`src/rtl/console_writer.sv`:
```
// Text-mode console writer: byte stream in, character/attribute cells out.
// Scrolling rotates top_row and blanks the recycled row instead of copying.
module console_writer #(
   parameter int         COLUMNS      = 80,
   parameter int         ROWS         = 25,
   parameter logic [7:0] DEFAULT_ATTR = 8'h07,
   parameter int         ADDR_W       = 11,
   localparam int        XW           = $clog2(COLUMNS),
   localparam int        YW           = $clog2(ROWS)
) (
   input  logic              CLK_PIXEL,
   input  logic              reset_n,
   input  logic              in_valid,
   output logic              in_ready,
   input  logic [7:0]        in_char,
   input  logic [7:0]        in_attr,
   output logic              wr_en,
   output logic [ADDR_W-1:0] wr_addr,
   output logic [15:0]       wr_data,
   output logic [XW-1:0]     cursor_x,
   output logic [YW-1:0]     cursor_y,
   output logic [YW-1:0]     top_row
);

   localparam int          TOTAL = COLUMNS * ROWS;
   localparam logic [15:0] BLANK = {DEFAULT_ATTR, 8'h20};

   typedef enum logic [1:0] {CLEAR_ALL, IDLE, CLEAR_ROW} state_t;

   state_t            r_state, w_state_nxt;
   logic [ADDR_W-1:0] r_cnt, w_cnt_nxt;
   logic [ADDR_W-1:0] r_base, w_base_nxt;
   logic              w_en_nxt;
   logic [ADDR_W-1:0] w_addr_nxt;
   logic [15:0]       w_data_nxt;
   logic [XW-1:0]     w_x_nxt;
   logic [YW-1:0]     w_y_nxt;
   logic [YW-1:0]     w_top_nxt;

   logic              w_hs;
   logic              w_lf;
   logic [YW:0]       w_sum;
   logic [YW-1:0]     w_phys;
   logic [YW-1:0]     w_top_inc;
   logic [ADDR_W-1:0] w_cell_addr;
   logic [ADDR_W-1:0] w_top_base;
   logic              w_is_cr, w_is_lf, w_is_bs, w_is_ff;

   assign in_ready = (r_state == IDLE);
   assign w_hs     = in_valid & in_ready;

   assign w_is_cr = (in_char == 8'h0D);
   assign w_is_lf = (in_char == 8'h0A);
   assign w_is_bs = (in_char == 8'h08);
   assign w_is_ff = (in_char == 8'h0C);

   // Physical row of the cursor, wrapped by compare-and-subtract
   assign w_sum  = {1'b0, top_row} + {1'b0, cursor_y};
   assign w_phys = (w_sum >= (YW+1)'(ROWS)) ?
                   w_sum[YW-1:0] - YW'(ROWS) : w_sum[YW-1:0];

   assign w_top_inc = (top_row == YW'(ROWS-1)) ?
                      '0 : top_row + YW'(1);

   assign w_cell_addr = ADDR_W'(w_phys) * ADDR_W'(COLUMNS)
                      + ADDR_W'(cursor_x);
   assign w_top_base  = ADDR_W'(top_row) * ADDR_W'(COLUMNS);

   always_comb begin
      w_state_nxt = r_state;
      w_cnt_nxt   = r_cnt;
      w_base_nxt  = r_base;
      w_en_nxt    = 1'b0;
      w_addr_nxt  = wr_addr;
      w_data_nxt  = wr_data;
      w_x_nxt     = cursor_x;
      w_y_nxt     = cursor_y;
      w_top_nxt   = top_row;
      w_lf        = 1'b0;
      unique case (r_state)
         CLEAR_ALL: begin
            w_en_nxt   = 1'b1;
            w_addr_nxt = r_cnt;
            w_data_nxt = BLANK;
            if (r_cnt == ADDR_W'(TOTAL-1)) begin
               w_state_nxt = IDLE;
               w_cnt_nxt   = '0;
            end else begin
               w_cnt_nxt = r_cnt + ADDR_W'(1);
            end
         end
         CLEAR_ROW: begin
            w_en_nxt   = 1'b1;
            w_addr_nxt = r_base + r_cnt;
            w_data_nxt = BLANK;
            if (r_cnt == ADDR_W'(COLUMNS-1)) begin
               w_state_nxt = IDLE;
               w_cnt_nxt   = '0;
            end else begin
               w_cnt_nxt = r_cnt + ADDR_W'(1);
            end
         end
         IDLE: begin
            if (w_hs) begin
               unique case (1'b1)
                  w_is_cr: w_x_nxt = '0;
                  w_is_lf: w_lf = 1'b1;
                  w_is_bs: begin
                     if (cursor_x != '0)
                        w_x_nxt = cursor_x - XW'(1);
                  end
                  w_is_ff: begin
                     w_x_nxt     = '0;
                     w_y_nxt     = '0;
                     w_top_nxt   = '0;
                     w_cnt_nxt   = '0;
                     w_state_nxt = CLEAR_ALL;
                  end
                  default: begin
                     w_en_nxt   = 1'b1;
                     w_addr_nxt = w_cell_addr;
                     w_data_nxt = {in_attr, in_char};
                     if (cursor_x == XW'(COLUMNS-1)) begin
                        w_x_nxt = '0;
                        w_lf    = 1'b1;
                     end else begin
                        w_x_nxt = cursor_x + XW'(1);
                     end
                  end
               endcase
               // Bottom-row LF: the old top row becomes the new bottom row
               if (w_lf) begin
                  if (cursor_y != YW'(ROWS-1)) begin
                     w_y_nxt = cursor_y + YW'(1);
                  end else begin
                     w_top_nxt   = w_top_inc;
                     w_base_nxt  = w_top_base;
                     w_cnt_nxt   = '0;
                     w_state_nxt = CLEAR_ROW;
                  end
               end
            end
         end
         default: begin
            w_state_nxt = CLEAR_ALL;
            w_cnt_nxt   = '0;
         end
      endcase
   end

   always_ff @(posedge CLK_PIXEL or negedge reset_n) begin
      if (!reset_n) begin
         r_state  <= CLEAR_ALL;
         r_cnt    <= '0;
         r_base   <= '0;
         wr_en    <= 1'b0;
         wr_addr  <= '0;
         wr_data  <= '0;
         cursor_x <= '0;
         cursor_y <= '0;
         top_row  <= '0;
      end else begin
         r_state  <= w_state_nxt;
         r_cnt    <= w_cnt_nxt;
         r_base   <= w_base_nxt;
         wr_en    <= w_en_nxt;
         wr_addr  <= w_addr_nxt;
         wr_data  <= w_data_nxt;
         cursor_x <= w_x_nxt;
         cursor_y <= w_y_nxt;
         top_row  <= w_top_nxt;
      end
   end

endmodule

```
`config.mk`:
```
export PLATFORM = sky130hd
export DESIGN_NAME = console_writer
export DESIGN_NICKNAME = d
export VERILOG_FILES = /design/src/rtl/console_writer.sv
export SDC_FILE = /design/constraint.sdc
export NUM_CORES = 1
export LEC_CHECK = 0
export ABC_CLOCK_PERIOD_IN_PS = 14400
export BUFFER_PORTS_ARGS = -buffer_cell sky130_fd_sc_hd__buf_2
export CAP_MARGIN = 0
export CORE_UTILIZATION = 63
export CTS_BUF_LIST = sky130_fd_sc_hd__clkbuf_4 sky130_fd_sc_hd__clkbuf_8 sky130_fd_sc_hd__clkbuf_16
export DETAILED_ROUTE_END_ITERATION = 10
export HOLD_SLACK_MARGIN = 0.12
export PLACE_DENSITY = 0.95
export SETUP_SLACK_MARGIN = 0.05
export SLEW_MARGIN = 10
export SYNTH_ARGS = -nofsm -noshare
export SYNTH_HDL_FRONTEND = slang
export SYNTH_SLANG_ARGS = --single-unit
export TNS_END_PERCENT = 30
```
`constraint.sdc`:
```
create_clock -name CLK_PIXEL -period 14.4 [get_ports CLK_PIXEL]
set_input_delay 1.44 -clock CLK_PIXEL [delete_from_list [all_inputs] [get_ports CLK_PIXEL]]
set_output_delay 1.44 -clock CLK_PIXEL [all_outputs]
set_load 0.03 [all_outputs]
```
==> results.md, run 1 <==
- Setup Viol. Count Final: 0
- Via count: 4,600
- Routability cong.: 0.892
- Post-CTS Setup Bufs: 0
- CTS buffer count: 9
- Compound-cell area share of the yosys netlist: 0.261
- Post-DRT Antenna Nets: 0
- Crit. Startpoint: top_row[0]
- Fin util: 0.733
- Drt initial violations: 388
- Post-CTS Resized: 0
- DP Worst Slack: 9.33 ns
- Sequential share of the synthesized area: 0.341
- Syn_nets: 602
- Post-Syn Area: 4770 sq um
- Leak: 2.56 nW
- Layout cells sized above 1: 0.174
- WL final: 12,600 microns
- Nets: 657
- Tcrit/Tclk final: 0.362
- Slew @ Worst Pin: 1.23 ns
- Yosys cell types: 72
- Synth Area in XOR/XNOR: 0.0276
- Setup Skew: 0.0172 ns
- CTS max path bufs: 2
- Tot GR Track Use: 0.342
- Port Buffers: 64
- Number of max-cap violations: 0
- Crit start category: register
- GRT overflow: 0
- Critical Path End: wr_addr[10]
- FMAX: 0.192 GHz
- Mux cell area share after synthesis: 0.0178
- Wirelength per Cell: 18.2 microns
- FP Rows: 31
- Maximum vdd drop: 0.130 mV
- First drt pass iteration count: 5
- CP endpoint kind: register
- CP Class: register to register
- Area Overhead vs Synth: 12.1%
- Hold_ws: 0.473 ns
- Sequential cell area: 1630 sq um
- Flops & latches, synth: 65
- DR vias/cell: 6.61
- Largest net degree at the start of global routing: 66
- CTS sink count: 65
- Hpwl dp: 8920 microns
- PD cells: 191 nW/um^2
- Post-Synthesis Cells: 537
- Reg-to-reg endpoint: wr_addr[10]
- ANT cells: 0
- Syn Area/Cell: 8.88 sq um
- Overall die height: 89.0 microns
- H-tree depth: 3
- RSZ-0062 raised after global routing: no
- Die area: 7920 sq um
- CTS tree: done
- First-pass GRT wire length: 20,800 microns
- Hold Crit Class: register to register
- Final Worst Setup Slack: 9.19 ns
- Asr flop ratio synth: 1.00
- FF-to-FF setup slack: 9.19 ns
- # hold bufs at CTS: 0
- Final min period: 5.21 ns
- CTS clock-pin slew for the worst setup and hold paths: 0.09 ns
- Ys flop type: dfrtp_1
- Slew margin rel.: 0.180
- Die W: 89.0 microns
- RR Startpoint: top_row[0]
- R2R depth: 17
- Adder-cell area share of the yosys netlist: 0.129
- Syn. warnings: 0
- Vias in the first global route: 4,457
- CP Max Fanout: 8
- Critical path arrival: 5.44 ns
- Tot Pwr: 0.00102 W
- Core area: 7290 sq um
- Fill cell count: 531
- Data required, critical path: 14.63 ns
- Initial Util: 0.654
- Largest family of logic cells by synthesized area: compound AO/OA/AOI/OAI gates
- Setup TNS: 0 ns
- Status: completed
- Initial antenna violation count: 0
- DRC viols: 0
- CTS root buf: clkbuf_8
- EDFF count, synth: 0
- Footprint of the multi-input gates: 2970 sq um
- Final Slew Violations: 0
- # IOs: 65
- Final Hold Viols: 0
- Worst skew pair latency: 0.36 ns
- Simple logic cell fraction of the synthesized area: 0.187
cell type report:
type,instances,share of cell area
Timing Repair Buffer,67,0.0642
Tap cell,99,0.0232
Inverter,19,0.0133
Multi-Input combinational cell,430,0.556
Sequential cell,65,0.304
Clock buffer,9,0.0232
Clock inverter,7,0.0159
stage by stage:
stage | cell area (sq um) | std cells
2_1_floorplan | 4770 | 537
3_3_place_gp | 5130 | 680
3_5_place_dp | 5130 | 680
4_1_cts | 5340 | 696
5_1_grt | 5340 | 696
6_report | 5340 | 696
state kept, by name (all words and copies together) (netlist names), 2 cells and up:
register and count:
wr_data 16, r_cnt 11, wr_addr 11, cursor_x 7, r_base 7, cursor_y 5, top_row 5, r_state 2
worst max-delay path, cell delays in order, from the launching register on:
cell      delay [ns]
dfrtp_1         0.47
ha_1            0.25
fa_1            0.52
inv_1           0.08
ha_1            0.19
nand3b_1        0.19
a311o_1         0.36
a221o_1         0.42
o21ai_0         0.45
ha_1            0.32
ha_1            0.25
fa_1            0.53
nand2_1         0.08
nor2b_1         0.19
o21ai_0         0.13
a221oi_1        0.36
xor2_1          0.19
o21ai_1         0.09
per-layer routing:
layer / track usage / vias up / part of all wire
met1: 0.420 / 2229 / 0.41
met3: 0.0849 / 43 / 0.071
met5: 0 / - / 0
met4: 0.147 / 0 / 0.025
met2: 0.573 / 226 / 0.50
li1: - / 2102 / -
logic make-up after synthesis:
family,after synthesis
adder cells (fa/ha/maj),46
flip-flops,65
AO/OA/AOI/OAI,184
buffers and inverters,42
multiplexers,8
AND/OR/NAND/NOR,177
XOR/XNOR,15
where the power goes:
part | total, W | switching [W] | internal (W) | leakage [nW]
sequential | 0.000312 | 0.0000744 | 0.000237 | 0.797
combinational | 0.000540 | 0.000348 | 0.000192 | 1.66
clock | 0.000171 | 0.0000873 | 0.0000835 | 0.100
total | 0.00102 | 0.000510 | 0.000513 | 2.56
Yosys cell counts (all sizes together) (3+ instances only):
| cell | n | area (sq um) |
|---|---|---|
| a31oi | 7 | 43.8 |
| a22oi | 8 | 60.1 |
| o31ai | 14 | 105 |
| nand2 | 73 | 277 |
| nor2 | 33 | 124 |
| o211ai | 4 | 30.0 |
| ha | 41 | 513 |
| xnor2 | 11 | 96.3 |
| nand4 | 4 | 25.0 |
| a221oi | 6 | 52.6 |
| mux2i | 4 | 40.0 |
| nand2b | 4 | 25.0 |
| dfrtp | 65 | 1630 |
| a211oi | 6 | 45.0 |
| and3 | 11 | 68.8 |
| clkbuf | 19 | 71.3 |
| buf | 4 | 31.3 |
| nand3 | 11 | 55.1 |
| o21a | 5 | 37.5 |
| mux2 | 4 | 45.0 |
| nor2b | 8 | 50.1 |
| nor3b | 5 | 37.5 |
| o22ai | 3 | 18.8 |
| o21ai | 61 | 305 |
| o21bai | 4 | 30.0 |
| nor4b | 3 | 38.8 |
| nor3 | 7 | 35.0 |
| a22o | 6 | 52.6 |
| a21oi | 24 | 124 |
| inv | 19 | 71.3 |
| a21o | 11 | 82.6 |
| nand4b | 3 | 26.3 |
| fa | 5 | 100 |
| xor2 | 4 | 35.0 |
placed cells by master, fill, tap and decap left out, types with 6 or more instances in the layout:
| master | synthesis | routed |
|---|---|---|
| clkbuf_8 | 0 | 9 |
| o21ai_1 | 19 | 19 |
| buf_2 | 1 | 64 |
| nand3_1 | 11 | 11 |
| nand2_1 | 72 | 72 |
| ha_1 | 41 | 41 |
| inv_1 | 18 | 18 |
| xnor2_1 | 11 | 11 |
| o21ai_0 | 42 | 42 |
| a21oi_1 | 23 | 23 |
| nor3_1 | 7 | 7 |
| nor2_1 | 33 | 33 |
| o31ai_1 | 14 | 14 |
| a21o_1 | 11 | 11 |
| and3_1 | 11 | 11 |
| a211oi_1 | 6 | 6 |
| a31oi_1 | 7 | 7 |
| a22oi_1 | 8 | 8 |
| a22o_1 | 6 | 6 |
| dfrtp_1 | 65 | 65 |
| a221oi_1 | 6 | 6 |
| nor2b_1 | 8 | 8 |
how the worst min path moves through the flow:
stage | from | endpoint | slack (ns) | cells after the start
6_report | wr_addr[8] | wr_addr[8] | 0.47 | 2
5_1_grt | wr_addr[6] | wr_addr[6] | 0.51 | 2
4_1_cts | wr_addr[8] | wr_addr[8] | 0.48 | 2
3_5_place_dp | wr_addr[6] | wr_addr[6] | 0.46 | 2
3_3_place_gp | wr_addr[5] | wr_addr[5] | 0.46 | 2
2_1_floorplan | r_base[4] | r_base[4] | 0.45 | 2
No activity file was read; power rests on OpenSTA's default activity.
==> run 2: changes to the inputs <==
--- a/config.mk
+++ b/config.mk
@@ -5,14 +5,14 @@
 export SDC_FILE = /design/constraint.sdc
 export NUM_CORES = 1
 export LEC_CHECK = 0
-export ABC_CLOCK_PERIOD_IN_PS = 14400
+export ABC_CLOCK_PERIOD_IN_PS = 5400
 export BUFFER_PORTS_ARGS = -buffer_cell sky130_fd_sc_hd__buf_2
 export CAP_MARGIN = 0
-export CORE_UTILIZATION = 63
+export CORE_UTILIZATION = 59
 export CTS_BUF_LIST = sky130_fd_sc_hd__clkbuf_4 sky130_fd_sc_hd__clkbuf_8 sky130_fd_sc_hd__clkbuf_16
 export DETAILED_ROUTE_END_ITERATION = 10
 export HOLD_SLACK_MARGIN = 0.12
-export PLACE_DENSITY = 0.95
+export PLACE_DENSITY = 0.93
 export SETUP_SLACK_MARGIN = 0.05
 export SLEW_MARGIN = 10
 export SYNTH_ARGS = -nofsm -noshare
==> constraint.sdc (replaced) <==
create_clock -name CLK_PIXEL -period 5.4 [get_ports CLK_PIXEL]
set_input_delay 0.54 -clock CLK_PIXEL [delete_from_list [all_inputs] [get_ports CLK_PIXEL]]
set_output_delay 0.54 -clock CLK_PIXEL [all_outputs]
set_load 0.03 [all_outputs]
==> run 2 against run 1 <==
Effect of this change:
- clock skew down 0.0019 ns
- wire length about the same
- combinational power rose to 2.7 times the previous value
- flip-flop and latch count unchanged
- clock power rose to 2.6 times the previous value
- critical endpoint unchanged
- fmax up 3.4%
- sequential share of layout area about the same
- total power rose to 2.7 times the previous value
==> results.md, run 2 (synthesized netlist as in run 1, its figures left out) <==
- PD cells: 508 nW/um^2 (was 191 nW/um^2)
- ANT cells: 0 (unchanged)
- Commonest cells after routing, fill and taps aside: nand2_1, dfrtp_1, buf_2 (unchanged)
- Critical path arrival: 5.27 ns (was 5.44 ns)
- Via count: 4,542 (was 4,600)
- P_sw: 0.00135 W (was 0.000510 W)
- Area Overhead vs Synth: 12.2% (was 12.1%)
- Port Buffers: 64 (unchanged)
- CTS buffer count: 9 (unchanged)
- Tcrit/Tclk final: 0.933 (was 0.362)
- Sw frac: 0.496 (was 0.498)
- RSZ-0062 raised after global routing: no (unchanged)
- Layout cells sized above 1: 0.174 (unchanged)
- Largest net degree at the start of global routing: 66 (unchanged)
- Data required, critical path: 5.63 ns (was 14.63 ns)
- Sequential share of power: 0.304 (was 0.305)
- GRT overflow: 0 (unchanged)
- Die W: 91.9 microns (was 89.0 microns)
- Crit start category: register (unchanged)
- Initial Util: 0.614 (was 0.654)
- Number of max-cap violations: 0 (unchanged)
- Final Hold Viols: 0 (unchanged)
- Hpwl dp: 9070 microns (was 8920 microns)
- Setup Skew: 0.0154 ns (was 0.0172 ns)
- Wirelength per Cell: 18.1 microns (was 18.2 microns)
- Most used cell, CP: ha_1 (unchanged)
- Die area: 8440 sq um (was 7920 sq um)
- Gate power share: 0.531 (was 0.528)
- Post-CTS Resized: 0 (unchanged)
- Maximum vdd drop: 0.267 mV (was 0.130 mV)
- Hold_ws: 0.348 ns (was 0.473 ns)
- WL final: 12,600 microns (about the same)
- CTS clock-pin slew for the worst setup and hold paths: 0.09 ns (about the same)
- First-pass GRT wire length: 20,400 microns (was 20,800 microns)
- Drt initial violations: 366 (was 388)
- Crit-path cells: ha_1 -> fa_1 -> inv_1 -> ha_1 -> nand3b_1 -> a311o_1 -> a221o_1 -> o21ai_1 -> ha_1 -> ha_1 -> fa_1 -> nand2_1 -> nor2b_1 -> o21ai_0 -> a221oi_1 -> xor2_1 -> o21ai_1 (was ha_1 -> fa_1 -> inv_1 -> ha_1 -> nand3b_1 -> a311o_1 -> a221o_1 -> o21ai_0 -> ha_1 -> ha_1 -> fa_1 -> nand2_1 -> nor2b_1 -> o21ai_0 -> a221oi_1 -> xor2_1 -> o21ai_1)
- CP endpoint kind: register (unchanged)
- # IOs: 65 (unchanged)
- Regs by FF count: wr_data: 16 flops, r_cnt: 11 flops, wr_addr: 11 flops (unchanged)
- Worst skew pair latency: 0.36 ns (about the same)
- CP Class: register to register (unchanged)
- Clk pwr share: 0.165 (was 0.167)
- Post-DRT Antenna Nets: 0 (unchanged)
- Slew @ Worst Pin: 1.23 ns (about the same)
- Nets: 657 (unchanged)
- DRC viols: 0 (unchanged)
- Setup TNS: 0 ns (unchanged)
- Setup Viol. Count Final: 0 (unchanged)
- Slew margin rel.: 0.179 (was 0.180)
- CP Max Fanout: 8 (unchanged)
- Post-CTS Setup Bufs: 0 (unchanged)
- Initial antenna violation count: 0 (unchanged)
- Final Slew Violations: 0 (unchanged)
- Overall die height: 91.9 microns (was 89.0 microns)
- Status: completed (unchanged)
- FMAX: 0.199 GHz (was 0.192 GHz)
- Cell Int Power: 0.00137 W (was 0.000513 W)
- Core area: 7770 sq um (was 7290 sq um)
- FF-to-FF setup slack: 0.36 ns (was 9.19 ns)
- H-tree depth: 3 (unchanged)
- Max stage delay on crit path: 0.53 ns (about the same)
- CTS root buf: clkbuf_8 (unchanged)
- Final min period: 5.04 ns (was 5.21 ns)
- Vias in the first global route: 4,223 (was 4,457)
- DR vias/cell: 6.50 (was 6.61)
- Leak: 2.56 nW (about the same)
- Top reg by flops: wr_data (unchanged)
- # hold bufs at CTS: 0 (unchanged)
- FP Rows: 32 (was 31)
- Hold Crit Class: primary input to asynchronous set/reset pin (was register to register)
- Routability cong.: 0.909 (was 0.892)
- Max reg flops: 16 (unchanged)
- CTS sink count: 65 (unchanged)
- First drt pass iteration count: 5 (unchanged)
- CTS max path bufs: 2 (unchanged)
- Commonest non-fill, non-tap cell in the layout: nand2_1 (unchanged)
- CTS tree: done (unchanged)
- Tot GR Track Use: 0.306 (was 0.342)
- CP max-delay cell: fa_1 (unchanged)
## run 2: changes by cell type in the layout (fill, tap and decap cells not counted)
| cell | before | now |
|---|---|---|
| o21ai_0 | 42 | 41 |
| o21ai_1 | 19 | 20 |
## run 2: final cells by class
cell class | instances | area (sq um)
multi-input combinational | 430 | 2970
fill | 627 | 2420
sequential | 65 | 1630
timing repair buffer | 67 | 343
tap | 102 | 128
clock buffer | 9 | 124
clock inverter | 7 | 85.1
inverter | 19 | 71.3
## run 2: metal layers
layer  global-route usage  share of wire
met1                0.386           0.40
met3               0.0514          0.073
met5                    0              0
met4                0.111          0.025
met2                0.527           0.50
## run 2: final timing paths
| check | cells after the start | end | start |
|---|---|---|---|
| worst max-delay path | 17 | wr_addr[10] | top_row[0] |
| worst min-delay path | 2 | wr_data[8] | reset_n |
| worst max register to register | 17 | wr_addr[10] | top_row[0] |
| worst min register to register | 2 | wr_addr[4] | wr_addr[4] |
| max in group asynchronous | 2 | wr_addr[7] | reset_n |
| min in group CLK_PIXEL | 3 | wr_data[14] | in_attr[6] |
## run 2: power by group through the flow
stage          Sequential [W]  Clock, W  Combinational, W
2_1_floorplan        0.000975         0          0.000860
3_3_place_gp         0.000816         0           0.00133
3_5_place_dp         0.000824         0           0.00140
4_1_cts              0.000817  0.000451           0.00142
5_1_grt              0.000846  0.000473           0.00156
6_report             0.000825  0.000448           0.00144
## run 2: worst max-delay path, delay by kind of cell (launching register included)
kind	cells	cell delay, ns
buffers and inverters	1	0.08
XOR/XNOR	1	0.18
AND/OR/NAND/NOR	3	0.44
adder cells (fa/ha/maj)	6	2.07
AO/OA/AOI/OAI	6	1.65
flip-flops	1	0.49
## run 2: through the flow
step | cells | instance area (sq um) | total power [W] | utilization | setup WS (ns)
finish | 699 | 5350 | 0.00271 | 0.688 | 0.365
global route | 699 | 5350 | 0.00287 | 0.688 | 0.146
CTS | 699 | 5350 | 0.00268 | 0.688 | 0.219
detailed placement | 683 | 5140 | 0.00222 | 0.662 | 0.230
global placement | 683 | 5140 | 0.00215 | 0.662 | 0.577
floorplan | 537 | 4770 | 0.00184 | - | 0.644
==> run 3: changes to the inputs <==
--- a/config.mk
+++ b/config.mk
@@ -5,6 +5,7 @@
 export SDC_FILE = /design/constraint.sdc
 export NUM_CORES = 1
 export LEC_CHECK = 0
+export ABC_AREA = 1
 export ABC_CLOCK_PERIOD_IN_PS = 5400
 export BUFFER_PORTS_ARGS = -buffer_cell sky130_fd_sc_hd__buf_2
 export CAP_MARGIN = 0
==> run 3 against run 2 <==
Effect of this change:
- die area fell by 0.76%
- synthesized area fell by 0.79%
- global-route usage rose by 0.071 points
- largest cell class unchanged
==> results.md, run 3 <==
- CP endpoint kind: register (unchanged)
- CTS buffer count: 9 (unchanged)
- CTS sink count: 65 (unchanged)
- Crit start category: register (unchanged)
- RSZ-0062 raised after global routing: no (unchanged)
- Initial antenna violation count: 0 (unchanged)
- Biggest area consumer among synthesized cells: dfrtp_1 (unchanged)
- WL final: 12,000 microns (was 12,600 microns)
- Ys flop type: dfrtp_1 (unchanged)
- Top reg by flops: wr_data (unchanged)
- Max stage delay on crit path: 0.53 ns (about the same)
- Final min period: 4.21 ns (was 5.04 ns)
- Status: completed (unchanged)
- PD cells: 684 nW/um^2 (was 508 nW/um^2)
- Post-CTS Setup Bufs: 0 (unchanged)
- Die area: 8380 sq um (was 8440 sq um)
- Crit. Startpoint: top_row[0] (unchanged)
- Post-DRT Antenna Nets: 0 (unchanged)
- Hold Crit Class: primary input to asynchronous set/reset pin (unchanged)
- H-tree depth: 3 (unchanged)
- First-pass GRT wire length: 20,200 microns (was 20,400 microns)
- Largest cells by area after synthesis: dfrtp_1, ha_1, nand2_1, inv_1, nand3_1 (was dfrtp_1, ha_1, nand2_1, o21ai_0, nor2_1)
- Drt initial violations: 382 (was 366)
- ANT cells: 0 (unchanged)
- Routability cong.: 0.914 (was 0.909)
- First drt pass iteration count: 7 (was 5)
- FP Rows: 32 (unchanged)
- Die W: 91.5 microns (was 91.9 microns)
- Critical path arrival: 4.45 ns (was 5.27 ns)
- Asr flop ratio synth: 1.00 (unchanged)
- Max reg flops: 16 (unchanged)
- Setup Viol. Count Final: 0 (unchanged)
- CP Max Fanout: 8 (unchanged)
- Maximum vdd drop: 0.444 mV (was 0.267 mV)
- Syn Area/Cell: 7.68 sq um (was 8.88 sq um)
- Setup Skew: 0.00948 ns (was 0.0154 ns)
- # IOs: 65 (unchanged)
- Yosys cell types: 46 (was 72)
- Area Overhead vs Synth: 12.7% (was 12.2%)
- Data required, critical path: 5.64 ns (was 5.63 ns)
- Slew @ Worst Pin: 0.921 ns (was 1.23 ns)
- Final Slew Violations: 0 (unchanged)
- Hpwl dp: 8880 microns (was 9070 microns)
- DRC viols: 0 (unchanged)
- CP max-delay cell: fa_1 (unchanged)
- Tot Pwr: 0.00365 W (was 0.00271 W)
- Nets: 744 (was 657)
- Post-CTS Resized: 0 (unchanged)
- FMAX: 0.238 GHz (was 0.199 GHz)
- Layout cells sized above 1: 0.162 (was 0.174)
- Syn. warnings: 0 (unchanged)
- Overall die height: 91.5 microns (was 91.9 microns)
- Post-Synthesis Cells: 616 (was 537)
- DR vias/cell: 5.84 (was 6.50)
- Wirelength per Cell: 15.3 microns (was 18.1 microns)
- Leak: 2.77 nW (was 2.56 nW)
- Number of max-cap violations: 0 (unchanged)
- Final Hold Viols: 0 (unchanged)
- Initial Util: 0.612 (was 0.614)
- Syn_nets: 681 (was 602)
- Synth top area share: 0.344 (was 0.341)
- Setup TNS: 0 ns (unchanged)
- Regs by FF count: wr_data: 16 flops, r_cnt: 11 flops, wr_addr: 11 flops (unchanged)
- # hold bufs at CTS: 0 (unchanged)
- Sequential share of the synthesized area: 0.344 (was 0.341)
- Commonest cells after routing, fill and taps aside: nand2_1, inv_1, dfrtp_1 (was nand2_1, dfrtp_1, buf_2)
- CTS clock-pin slew for the worst setup and hold paths: 0.07 ns (was 0.09 ns)
- CTS root buf: clkbuf_8 (unchanged)
- Via count: 4,590 (was 4,542)
- Largest net degree at the start of global routing: 66 (unchanged)
- Crit-path cells: ha_1 -> fa_1 -> inv_1 -> ha_1 -> nand3b_1 -> nand3_1 -> nand2_2 -> o21ai_0 -> ha_1 -> ha_1 -> fa_1 -> inv_1 -> nor2_1 -> nand2_1 -> inv_1 -> nand3_1 -> nand3_1 -> nand2_1 -> nand2_1 -> nand2_1 (was ha_1 -> fa_1 -> inv_1 -> ha_1 -> nand3b_1 -> a311o_1 -> a221o_1 -> o21ai_1 -> ha_1 -> ha_1 -> fa_1 -> nand2_1 -> nor2b_1 -> o21ai_0 -> a221oi_1 -> xor2_1 -> o21ai_1)
- Vias in the first global route: 4,378 (was 4,223)
- Count leader, synth: nand2_1 (unchanged)
- Fill cell count: 584 (was 627)
- Tcrit/Tclk final: 0.779 (was 0.933)
- GRT overflow: 0 (unchanged)
- Flops & latches, synth: 65 (unchanged)
- Commonest non-fill, non-tap cell in the layout: nand2_1 (unchanged)
- Port Buffers: 64 (unchanged)
- Slew margin rel.: 0.384 (was 0.179)
- CTS tree: done (unchanged)
- EDFF count, synth: 0 (unchanged)
- RR Startpoint: top_row[0] (unchanged)
- Tot GR Track Use: 0.306 (about the same)
- Core area: 7730 sq um (was 7770 sq um)
- Top cells by count, synth: nand2_1, inv_1, dfrtp_1 (was nand2_1, dfrtp_1, o21ai_0)
- CP Class: register to register (unchanged)
- Worst skew pair latency: 0.36 ns (about the same)
- CTS max path bufs: 2 (unchanged)
- Post-Syn Area: 4730 sq um (was 4770 sq um)
==> run 3: cell types whose count changed after synthesis, sizes merged, moves of 8 or more <==
cell | before | now
inv | 19 | 89
nand2 | 73 | 128
nand3 | 11 | 63
clkbuf | 19 | 4
nor2 | 33 | 46
o31ai | 14 | 2
xor2 | 4 | 16
and3 | 11 | 0
a21o | 11 | 1
o22ai | 3 | 13
nor2b | 8 | 0
xnor2 | 11 | 3
==> run 3: power breakdown <==
group	switching (W)	leakage (nW)	total (W)	internal (W)
Combinational	0.00158	1.84	0.00238	0.000800
Sequential	0.000161	0.820	0.000812	0.000651
Clock	0.000195	0.109	0.000458	0.000263
==> run 3: cells by family (layout without fill, tap and decap cells) <==
| kind of cell | Yosys count | after routing | synth area share |
|---|---|---|---|
| compound gates | 124 | 124 | 0.151 |
| xor+xnor | 19 | 19 | 0.0352 |
| fa+ha+maj | 46 | 46 | 0.130 |
| buf+inv | 105 | 173 | 0.0881 |
| flops | 65 | 65 | 0.344 |
| mux | 1 | 1 | 0.00238 |
| simple gates | 256 | 256 | 0.250 |
==> run 3: stage by stage <==
step	cells	hold slack [ns]	area (sq um)	setup slack [ns]	utilization
3_3_place_gp	770	0.461	5120	1.47	0.662
3_5_place_dp	770	0.466	5120	1.27	0.662
6_report	786	0.343	5330	1.19	0.690
4_1_cts	786	0.399	5330	1.26	0.690
2_1_floorplan	616	0.244	4730	1.55	-
5_1_grt	786	0.434	5330	0.863	0.690
==> run 3: worst paths after layout <==
kind / to / slack (ns) / depth (start not counted)
setup / recovery: wr_addr[10] / 1.19 / 20
min in group CLK_PIXEL: wr_data[12] / 0.42 / 3
hold / removal: cursor_x[5] / 0.34 / 2
hold reg to reg: r_base[8] / 0.48 / 2
setup reg to reg: wr_addr[10] / 1.19 / 20
max in group asynchronous: r_cnt[8] / 4.48 / 2
==> run 3: layout make-up <==
type / count / area, sq um / area share
Sequential cell: 65 / 1630 / 0.305
Timing Repair Buffer: 66 / 335 / 0.0629
Multi-Input combinational cell: 446 / 2690 / 0.504
Inverter: 91 / 342 / 0.0641
Clock buffer: 10 / 131 / 0.0246
Tap cell: 102 / 128 / 0.0239
Clock inverter: 6 / 82.6 / 0.0155
==> run 3: routing by layer <==
layer,vias to the layer above,track usage,share of wire
met3,42,0.0771,0.077
met4,0,0.143,0.031
li1,2182,-,-
met2,208,0.503,0.48
met1,2158,0.378,0.41
met5,-,0,0
==> run 3: critical path: cells and delay by family, from the launching register on <==
kind            cells  cell delay (ns)
simple gates       10             0.97
flops               1             0.46
buf+inv             3             0.22
fa+ha+maj           6             2.02
compound gates      1             0.42
